===== config.mk =====
export PLATFORM = sky130hd
export DESIGN_NAME = rgb_pwm_driver_flat
export DESIGN_NICKNAME = d
export VERILOG_FILES = /design/src/rtl/rgb_pwm_driver_pkg.sv /design/src/rtl/rgb_pwm_driver_if.sv /design/src/rtl/rgb_pwm_driver_pwm_channel.sv /design/src/rtl/rgb_pwm_driver.sv /design/src/flat_wrapper.sv
export SDC_FILE = /design/constraint.sdc
export NUM_CORES = 1
export LEC_CHECK = 0
export ABC_CLOCK_PERIOD_IN_PS = 3600
export CAP_MARGIN = 10
export CORE_UTILIZATION = 45
export CTS_CLUSTER_SIZE = 30
export DETAILED_ROUTE_END_ITERATION = 16
export PLACE_DENSITY = 0.67
export SLEW_MARGIN = 20
export SYNTH_ARGS = -nofsm -noshare
export SYNTH_HDL_FRONTEND = slang
export SYNTH_HIERARCHICAL = 1
export SYNTH_SLANG_ARGS = --single-unit

===== constraint.sdc =====
create_clock -name clk -period 3.6 [get_ports clk]
set_input_delay 0.72 -clock clk [delete_from_list [all_inputs] [get_ports clk]]
set_output_delay 0.72 -clock clk [all_outputs]
set_load 0.02 [all_outputs]

===== src/rtl/rgb_pwm_driver_pkg.sv =====
// Shared widths, channel offsets and the duty-triplet type for the RGB PWM driver.
package rgb_pwm_driver_pkg;

   localparam int RGB_W = 24;
   localparam int CH_W  = 8;
   localparam int R_LSB = 16;
   localparam int G_LSB = 8;
   localparam int B_LSB = 0;

   typedef struct packed {
      logic [CH_W-1:0] r;
      logic [CH_W-1:0] g;
      logic [CH_W-1:0] b;
   } duty_t;

   function automatic duty_t unpack_rgb(input logic [RGB_W-1:0] rgb);
      duty_t d;
      d.r = rgb[R_LSB +: CH_W];
      d.g = rgb[G_LSB +: CH_W];
      d.b = rgb[B_LSB +: CH_W];
      return d;
   endfunction

endpackage


===== src/rtl/rgb_pwm_driver_if.sv =====
// Converter-side bus: read request shared with the converter and its 24-bit rgb result.
interface rgb_pwm_driver_if;
   import rgb_pwm_driver_pkg::*;

   logic             enable;
   logic [RGB_W-1:0] rgb;

   modport master (output enable, output rgb);
   modport slave  (input  enable, input  rgb);

endinterface


===== src/rtl/rgb_pwm_driver_pwm_channel.sv =====
// One PWM channel: duty register loaded on strobe, registered compare against the shared counter.
module pwm_channel
   import rgb_pwm_driver_pkg::*;
(
   input  logic            clk,
   input  logic            rst_n,
   input  logic            load,
   input  logic [CH_W-1:0] duty_in,
   input  logic [CH_W-1:0] cnt,
   output logic            pwm
);

   logic [CH_W-1:0] duty;

   always_ff @(posedge clk or negedge rst_n) begin
      if (!rst_n) begin
         duty <= '0;
         pwm  <= 1'b0;
      end else begin
         if (load) duty <= duty_in;
         pwm <= (cnt < duty);
      end
   end

endmodule


===== src/rtl/rgb_pwm_driver.sv =====
// Tri-colour PWM driver fed by the colour converter; new colours take effect only at period boundaries.
module rgb_pwm_driver
   import rgb_pwm_driver_pkg::*;
#(
   parameter int PRESCALE     = 1,
   parameter int READ_LATENCY = 1
)(
   input  logic            clk,
   input  logic            rst_n,
   rgb_pwm_driver_if.slave bus,
   output logic            pwm_r,
   output logic            pwm_g,
   output logic            pwm_b,
   output logic            frame_start,
   output logic            pending
);

   localparam int PS_W = (PRESCALE > 1) ? $clog2(PRESCALE) : 1;
   localparam logic [PS_W-1:0] PS_MAX = PS_W'(PRESCALE - 1);

   logic [READ_LATENCY-1:0] vld_p;
   logic                    rgb_valid;
   logic [PS_W-1:0]         pre_cnt;
   logic                    tick;
   logic [CH_W-1:0]         pwm_cnt;
   logic                    boundary;
   duty_t                   shadow;
   duty_t                   load_duty;
   logic                    load;

   assign rgb_valid = vld_p[READ_LATENCY-1];
   assign tick      = (pre_cnt == PS_MAX);
   assign boundary  = tick && (pwm_cnt == {CH_W{1'b1}});

   // A colour arriving in the boundary cycle itself bypasses the shadow.
   assign load      = boundary && (pending || rgb_valid);
   assign load_duty = rgb_valid ? unpack_rgb(bus.rgb) : shadow;

   always_ff @(posedge clk or negedge rst_n) begin
      if (!rst_n) begin
         vld_p       <= '0;
         pre_cnt     <= '0;
         pwm_cnt     <= '0;
         frame_start <= 1'b0;
         pending     <= 1'b0;
         shadow      <= '0;
      end else begin
         vld_p[0] <= bus.enable;
         for (int i = 1; i < READ_LATENCY; i++) vld_p[i] <= vld_p[i-1];

         pre_cnt <= tick ? '0 : pre_cnt + PS_W'(1);
         if (tick) pwm_cnt <= pwm_cnt + 8'd1;
         frame_start <= boundary;

         if (boundary) begin
            pending <= 1'b0;
         end else if (rgb_valid) begin
            shadow  <= unpack_rgb(bus.rgb);
            pending <= 1'b1;
         end
      end
   end

   pwm_channel u_ch_r (.clk(clk), .rst_n(rst_n), .load(load), .duty_in(load_duty.r), .cnt(pwm_cnt), .pwm(pwm_r));
   pwm_channel u_ch_g (.clk(clk), .rst_n(rst_n), .load(load), .duty_in(load_duty.g), .cnt(pwm_cnt), .pwm(pwm_g));
   pwm_channel u_ch_b (.clk(clk), .rst_n(rst_n), .load(load), .duty_in(load_duty.b), .cnt(pwm_cnt), .pwm(pwm_b));

endmodule


===== src/flat_wrapper.sv =====
// flat-port wrapper written by rule: the top's interface ports become plain ports
module rgb_pwm_driver_flat import rgb_pwm_driver_pkg::*;
#(
   parameter int PRESCALE     = 1,
   parameter int READ_LATENCY = 1
)
  (clk, rst_n, pwm_r, pwm_g, pwm_b, frame_start, pending, bus_enable, bus_rgb);
  rgb_pwm_driver_if bus_i ();
  input  logic clk;
  input  logic rst_n;
  output logic pwm_r;
  output logic pwm_g;
  output logic pwm_b;
  output logic frame_start;
  output logic pending;
  input wire logic [$bits(bus_i.enable)-1:0] bus_enable;
  input wire logic [$bits(bus_i.rgb)-1:0] bus_rgb;
  assign bus_i.enable = bus_enable;
  assign bus_i.rgb = bus_rgb;
  rgb_pwm_driver #(.PRESCALE(PRESCALE), .READ_LATENCY(READ_LATENCY)) u_core (.clk(clk), .rst_n(rst_n), .bus(bus_i), .pwm_r(pwm_r), .pwm_g(pwm_g), .pwm_b(pwm_b), .frame_start(frame_start), .pending(pending));
endmodule

Word level (Yosys, flattened, before mapping)
Index checks and enable logic that the tools add are counted.
{"block": "totals", "word_cells": 29, "reg_bits": 63, "inputBits": 27}
{"block": "op_classes", "n_addsub": 2, "bitwise_logic": 1, "order_cmp": 3, "reduce_logical": 4, "mux": 4, "eq_ne": 1}
{"operator": "< comparator 8 bit", "count": 3}
{"operator": "2-to-1 mux 24 bit", "count": 1}
{"operator": "adder 8 x 1 -> 8 bit, second input constant", "count": 1}
{"operator": "== test 8 bit, second input constant", "count": 1}
{"operator": "2-to-1 mux 1 bit", "count": 3}
{"operator": "logical AND 1 bit", "count": 2}
{"operator": "nonzero test 2 bit", "count": 1}
{"operator": "adder 1 bit, second input constant", "count": 1}
{"operator": "logical OR 1 bit", "count": 1}
{"operator": "NOT 1 bit", "count": 1}

Logic depth before layout (Yosys ltp)
{"block": "depth", "ltp_word": 3, "mapped_depth": 7, "ltp_nobuf": 5}

Hierarchy
Netlist, hierarchy kept.
{"mod": "rgb_pwm_driver", "cells_each": 109, "seq_area_each_um2": 875.8, "n_inst": 1, "area_each_um2": 1750.4}
{"mod": "pwm_channel", "cells_each": 50, "seq_area_each_um2": 225.2, "n_inst": 3, "area_each_um2": 479.2}

Least setup slack after synthesis
OpenSTA, ideal clock, no wires.
{"block": "synth_timing", "path_kind": "register to register", "start": "register u_core.pwm_cnt[0]", "end": "register u_core.u_ch_b.duty[0]", "n_path_buf": 0, "stages_incl_launch_ff": 5, "t_arrival_ns": 2.164, "path_slack_ns": 1.311, "cell_sequence": "dfrtp_1 -> ha_1 -> nand3_4 -> nor3_1 -> mux2_2"}
{"block": "synth_via", "elab_chain_cells": 3}
{"item": "start, declared", "line_no": "rgb_pwm_driver.sv:25", "rtl": "logic [CH_W-1:0] pwm_cnt;"}
{"item": "start signal, assigned", "line_no": "rgb_pwm_driver.sv:52", "rtl": "if (tick) pwm_cnt <= pwm_cnt + 8'd1;"}
{"item": "== test 8 bit", "line_no": "rgb_pwm_driver.sv:33", "rtl": "assign boundary = tick && (pwm_cnt == {CH_W{1'b1}});"}
{"item": "logical AND 1 bit", "line_no": "rgb_pwm_driver.sv:33"}
{"item": "logical AND 1 bit", "line_no": "rgb_pwm_driver.sv:36", "rtl": "assign load = boundary && (pending || rgb_valid);"}
{"item": "named net u_core.load", "line_no": "rgb_pwm_driver.sv:29", "rtl": "logic load;"}
{"item": "end signal, assigned", "line_no": "rgb_pwm_driver_pwm_channel.sv:20", "rtl": "if (load) duty <= duty_in;"}
{"item": "end, declared", "line_no": "rgb_pwm_driver_pwm_channel.sv:13", "rtl": "logic [CH_W-1:0] duty;"}
The timed path passes the listed nets, and every way through them passes these cells.
A chain may end at the register's enable or synchronous reset.

Worst setup path in the final report
Ends and elaborated chain as after synthesis.

==> flow_summary_export.csv <==
group,metric,value,unit
yosys,synth.cell_area,0.00319,mm^2
yosys,synthTopCellsByArea,"dfrtp_1, mux2_4, mux2_2",
cells_and_area,nFillCells,582,
yosys,yosysUniqueCellTypes,24,
yosys,syn_inst,259,
cells_and_area,final_nets,346,
clock_tree,cts_setup_buffers,0,
clock_tree,clock_sinks,62,
floorplan,die_w,86.2,um
place,place_congestion,0.797,
floorplan,start_util,46.7,%
power_and_ir_drop,powerDensity,439,mW/mm^2
yosys,synth_top_family_by_area,"multiplexers",
timing,timing.final.crit_period,2190,ps
drt,post-route-drc-count,0,
drt,wl_per_cell,14.3,um
yosys,synth_xor_area_share,1.65,%
clock_tree,htree_levels,3,
timing,fmax,456,MHz
timing,setup_slack,1410,ps
run,max_cap_viol_count,0,
floorplan,die_area,0.00743,mm^2
yosys,synth_top_cell_by_area,"dfrtp_1",
yosys,synth_top_area_share,48.7,%
clock_tree,cts_buffer_depth,2,
global_routing,grt_pass1_wl,9.59,mm
floorplan,core,0.00683,mm^2
power_and_ir_drop,ir_drop,0.237,mV
clock_tree,path_clk_slew,80,ps
yosys,synth_seq_cells,62,
setup_path,worstSetupPathType,"register to register",
clock_tree,cts_tree,"done",
floorplan,rows,30,
drt,drt-pass1-iter-count,4,
cells_and_area,final_layout_size_suffix_gt1_share,26.5,%
drt,drt-vias-per-instance,4.93,
run_status,outcome,"complete, no violations",
power_and_ir_drop,leakagePower,1.77,nW
yosys,synthSimpleGateAreaFrac,7.77,%
timing,slew_headroom,59.7,%
yosys,synthAdderAreaFrac,8.63,%
global_routing,grt_antenna_before_repair,0,
drt,drt-initial-drc-count,79,
setup_path,cp_data_arrival_time,2420,ps
cells_and_area,antenna_cells,0,
timing,setup_violations,0,
setup_path,cp-end-kind,"register",
global_routing,first_global_vias,1946,
timing,rsz0062_at_grt,"false",
floorplan,ios,32,
clock_tree,cts_buffers,9,
yosys,avgSynthCellArea,12.3,um^2
drt,postRouteAntennaNets,0,
yosys,synth_warnings,6,
timing,timing_hold_violations_final,0,
yosys,postSynthNetCount,308,
floorplan,die_h,86.2,um
clock_tree,cts_resized,0,
cells_and_area,final_core_util,56.0,%
worst_hold_path,hold_class,"input pin to asynchronous set/reset pin",
cells_and_area,syn_to_final_growth,20.1,%
yosys,synth_compound_area_share,7.18,%
global_routing,gr-usage-all-layers,17.3,%
timing,drv_slew,0,
timing,worst_pin_slew,605,ps
drt,vias,1963,
setup_path,cp_max_fo,18,
clock_tree,cts_root_buf,"clkbuf_8",
drt,drt_wl_total,5.71,mm
timing,period_share,61.0,%
yosys,synthMuxAreaShare,20.7,%
global_routing,grt_overflow,0,
clock_tree,clk_latency,340,ps
yosys,ys_seq_area_share,48.7,%
place,post-place-ws,1410,ps
timing,skew,9.35,ps
setup_path,worst_setup_path_start_kind,"register",
setup_path,cp.required,3830,ps
place,dpl.hpwl,3.88,mm
timing,fin_tns_setup,0,ps
place,port_buffers,31,
clock_tree,postCtsHoldBufs,0,
global_routing,grt_start_max_net_pins,45,
[Yosys cell counts (all sizes together)]
cell type  number
dfrtp          62
mux2           51
nand2          28
o21ai          27
ha             22
inv            22
nor2           11
buf             8
a21oi           6
nand3           4
a211oi          3
a41oi           3
nor2b           3
xnor2           3
xor2            3
and3            1
nand4           1
nor3            1
[final timing paths]
kind | startpoint | end | slack (ps) | depth (start not counted)
setup / recovery | u_core/pwm_cnt[0]$_DFF_PN0_ | u_core/u_ch_b/duty[0]$_DFFE_PN0P_ | 1410 | 5
hold / removal | rst_n | u_core/shadow[1]$_DFFE_PN0P_ | 310 | 1
setup reg to reg | u_core/pwm_cnt[0]$_DFF_PN0_ | u_core/u_ch_b/duty[0]$_DFFE_PN0P_ | 1410 | 5
hold reg to reg | u_core/u_ch_g/duty[0]$_DFFE_PN0P_ | u_core/u_ch_g/duty[0]$_DFFE_PN0P_ | 500 | 1
max in group asynchronous | rst_n | u_core/u_ch_g/duty[0]$_DFFE_PN0P_ | 2360 | 2
min in group clk | u_core/u_ch_g/duty[0]$_DFFE_PN0P_ | u_core/u_ch_g/duty[0]$_DFFE_PN0P_ | 500 | 1
[worst max-delay path, stage by stage (launching register included)]
cell and delay, ps:
dfrtp_1 430, ha_1 320, nand3_4 140, nor3_2 530
buf_4 310, mux2_2 360
[state kept, by name, summed over array words and instances, names as in the netlist]
name,count
u_core/shadow,24
u_core/pwm_cnt,8
u_core/u_ch_b/duty,8
u_core/u_ch_g/duty,8
u_core/u_ch_r/duty,8
u_core/frame_start,1
u_core/pending,1
u_core/rgb_valid,1
u_core/u_ch_b/pwm,1
u_core/u_ch_g/pwm,1
u_core/u_ch_r/pwm,1
[cell families (layout without fill, tap and decap cells)]
logic type	after synthesis	in the layout
flip-flops	62	62
XOR/XNOR	6	6
buffers and inverters	30	73
multiplexers	51	51
adder cells (fa/ha/maj)	22	22
AND/OR/NAND/NOR	49	49
AO/OA/AOI/OAI	39	39
[layout make-up]
| cell class | count | area [um^2] | share of cell area [%] |
|---|---|---|---|
| repair buffers | 35 | 335 | 8.76 |
| clock buffers | 9 | 124 | 3.24 |
| flip-flops and latches | 62 | 1550 | 40.5 |
| well taps | 96 | 120 | 3.14 |
| inverters | 22 | 82.6 | 2.16 |
| multi-input cells | 167 | 1470 | 38.4 |
| clock inverters | 7 | 145 | 3.79 |
[per-stage QoR]
stage | total power [W] | cell area, um^2 | std cells | hold slack [ps]
2_1_floorplan | 0.000827 | 3190 | 259 | 424
3_3_place_gp | 0.000879 | 3560 | 382 | 483
3_5_place_dp | 0.000880 | 3560 | 382 | 489
4_1_cts | 0.00170 | 3830 | 398 | 319
5_1_grt | 0.00174 | 3830 | 398 | 336
6_report | 0.00168 | 3830 | 398 | 314
[layer usage]
layer / part of all wire [%] / global-route usage (%) / vias up / routed length, um
met5: 0 / 0 / - / 0
li1: - / - / 964 / -
met2: 43 / 24.7 / 31 / 2450
met3: 3.8 / 5.24 / 7 / 219
met1: 52 / 24.5 / 961 / 2960
met4: 1.3 / 6.82 / 0 / 76
[layout by cell type, fill, tap and decap left out, types with 3 or more instances in the layout]
cell and n:
ha_1 22, a41oi_1 3, bufinv_16 4, dfrtp_1 62
a211oi_2 3, o21ai_0 24, nor2b_1 3, clkbuf_8 9
clkdlybuf4s50_1 30, nor2_1 10, xor2_1 3, nand2_1 28
buf_4 4, nand3_1 3, a21oi_1 6, xnor2_1 3
o21ai_1 3, mux2_2 28, inv_1 22, mux2_4 23
[where the power goes]
part           internal [W]  switching [W]  leakage (nW)  total (W)
sequential         0.000724      0.0000141         0.664   0.000738
combinational     0.0000834      0.0000442         0.980   0.000128
clock              0.000533       0.000281         0.130   0.000814
total               0.00134       0.000339          1.77    0.00168
No activity file was read; power rests on OpenSTA's default activity.
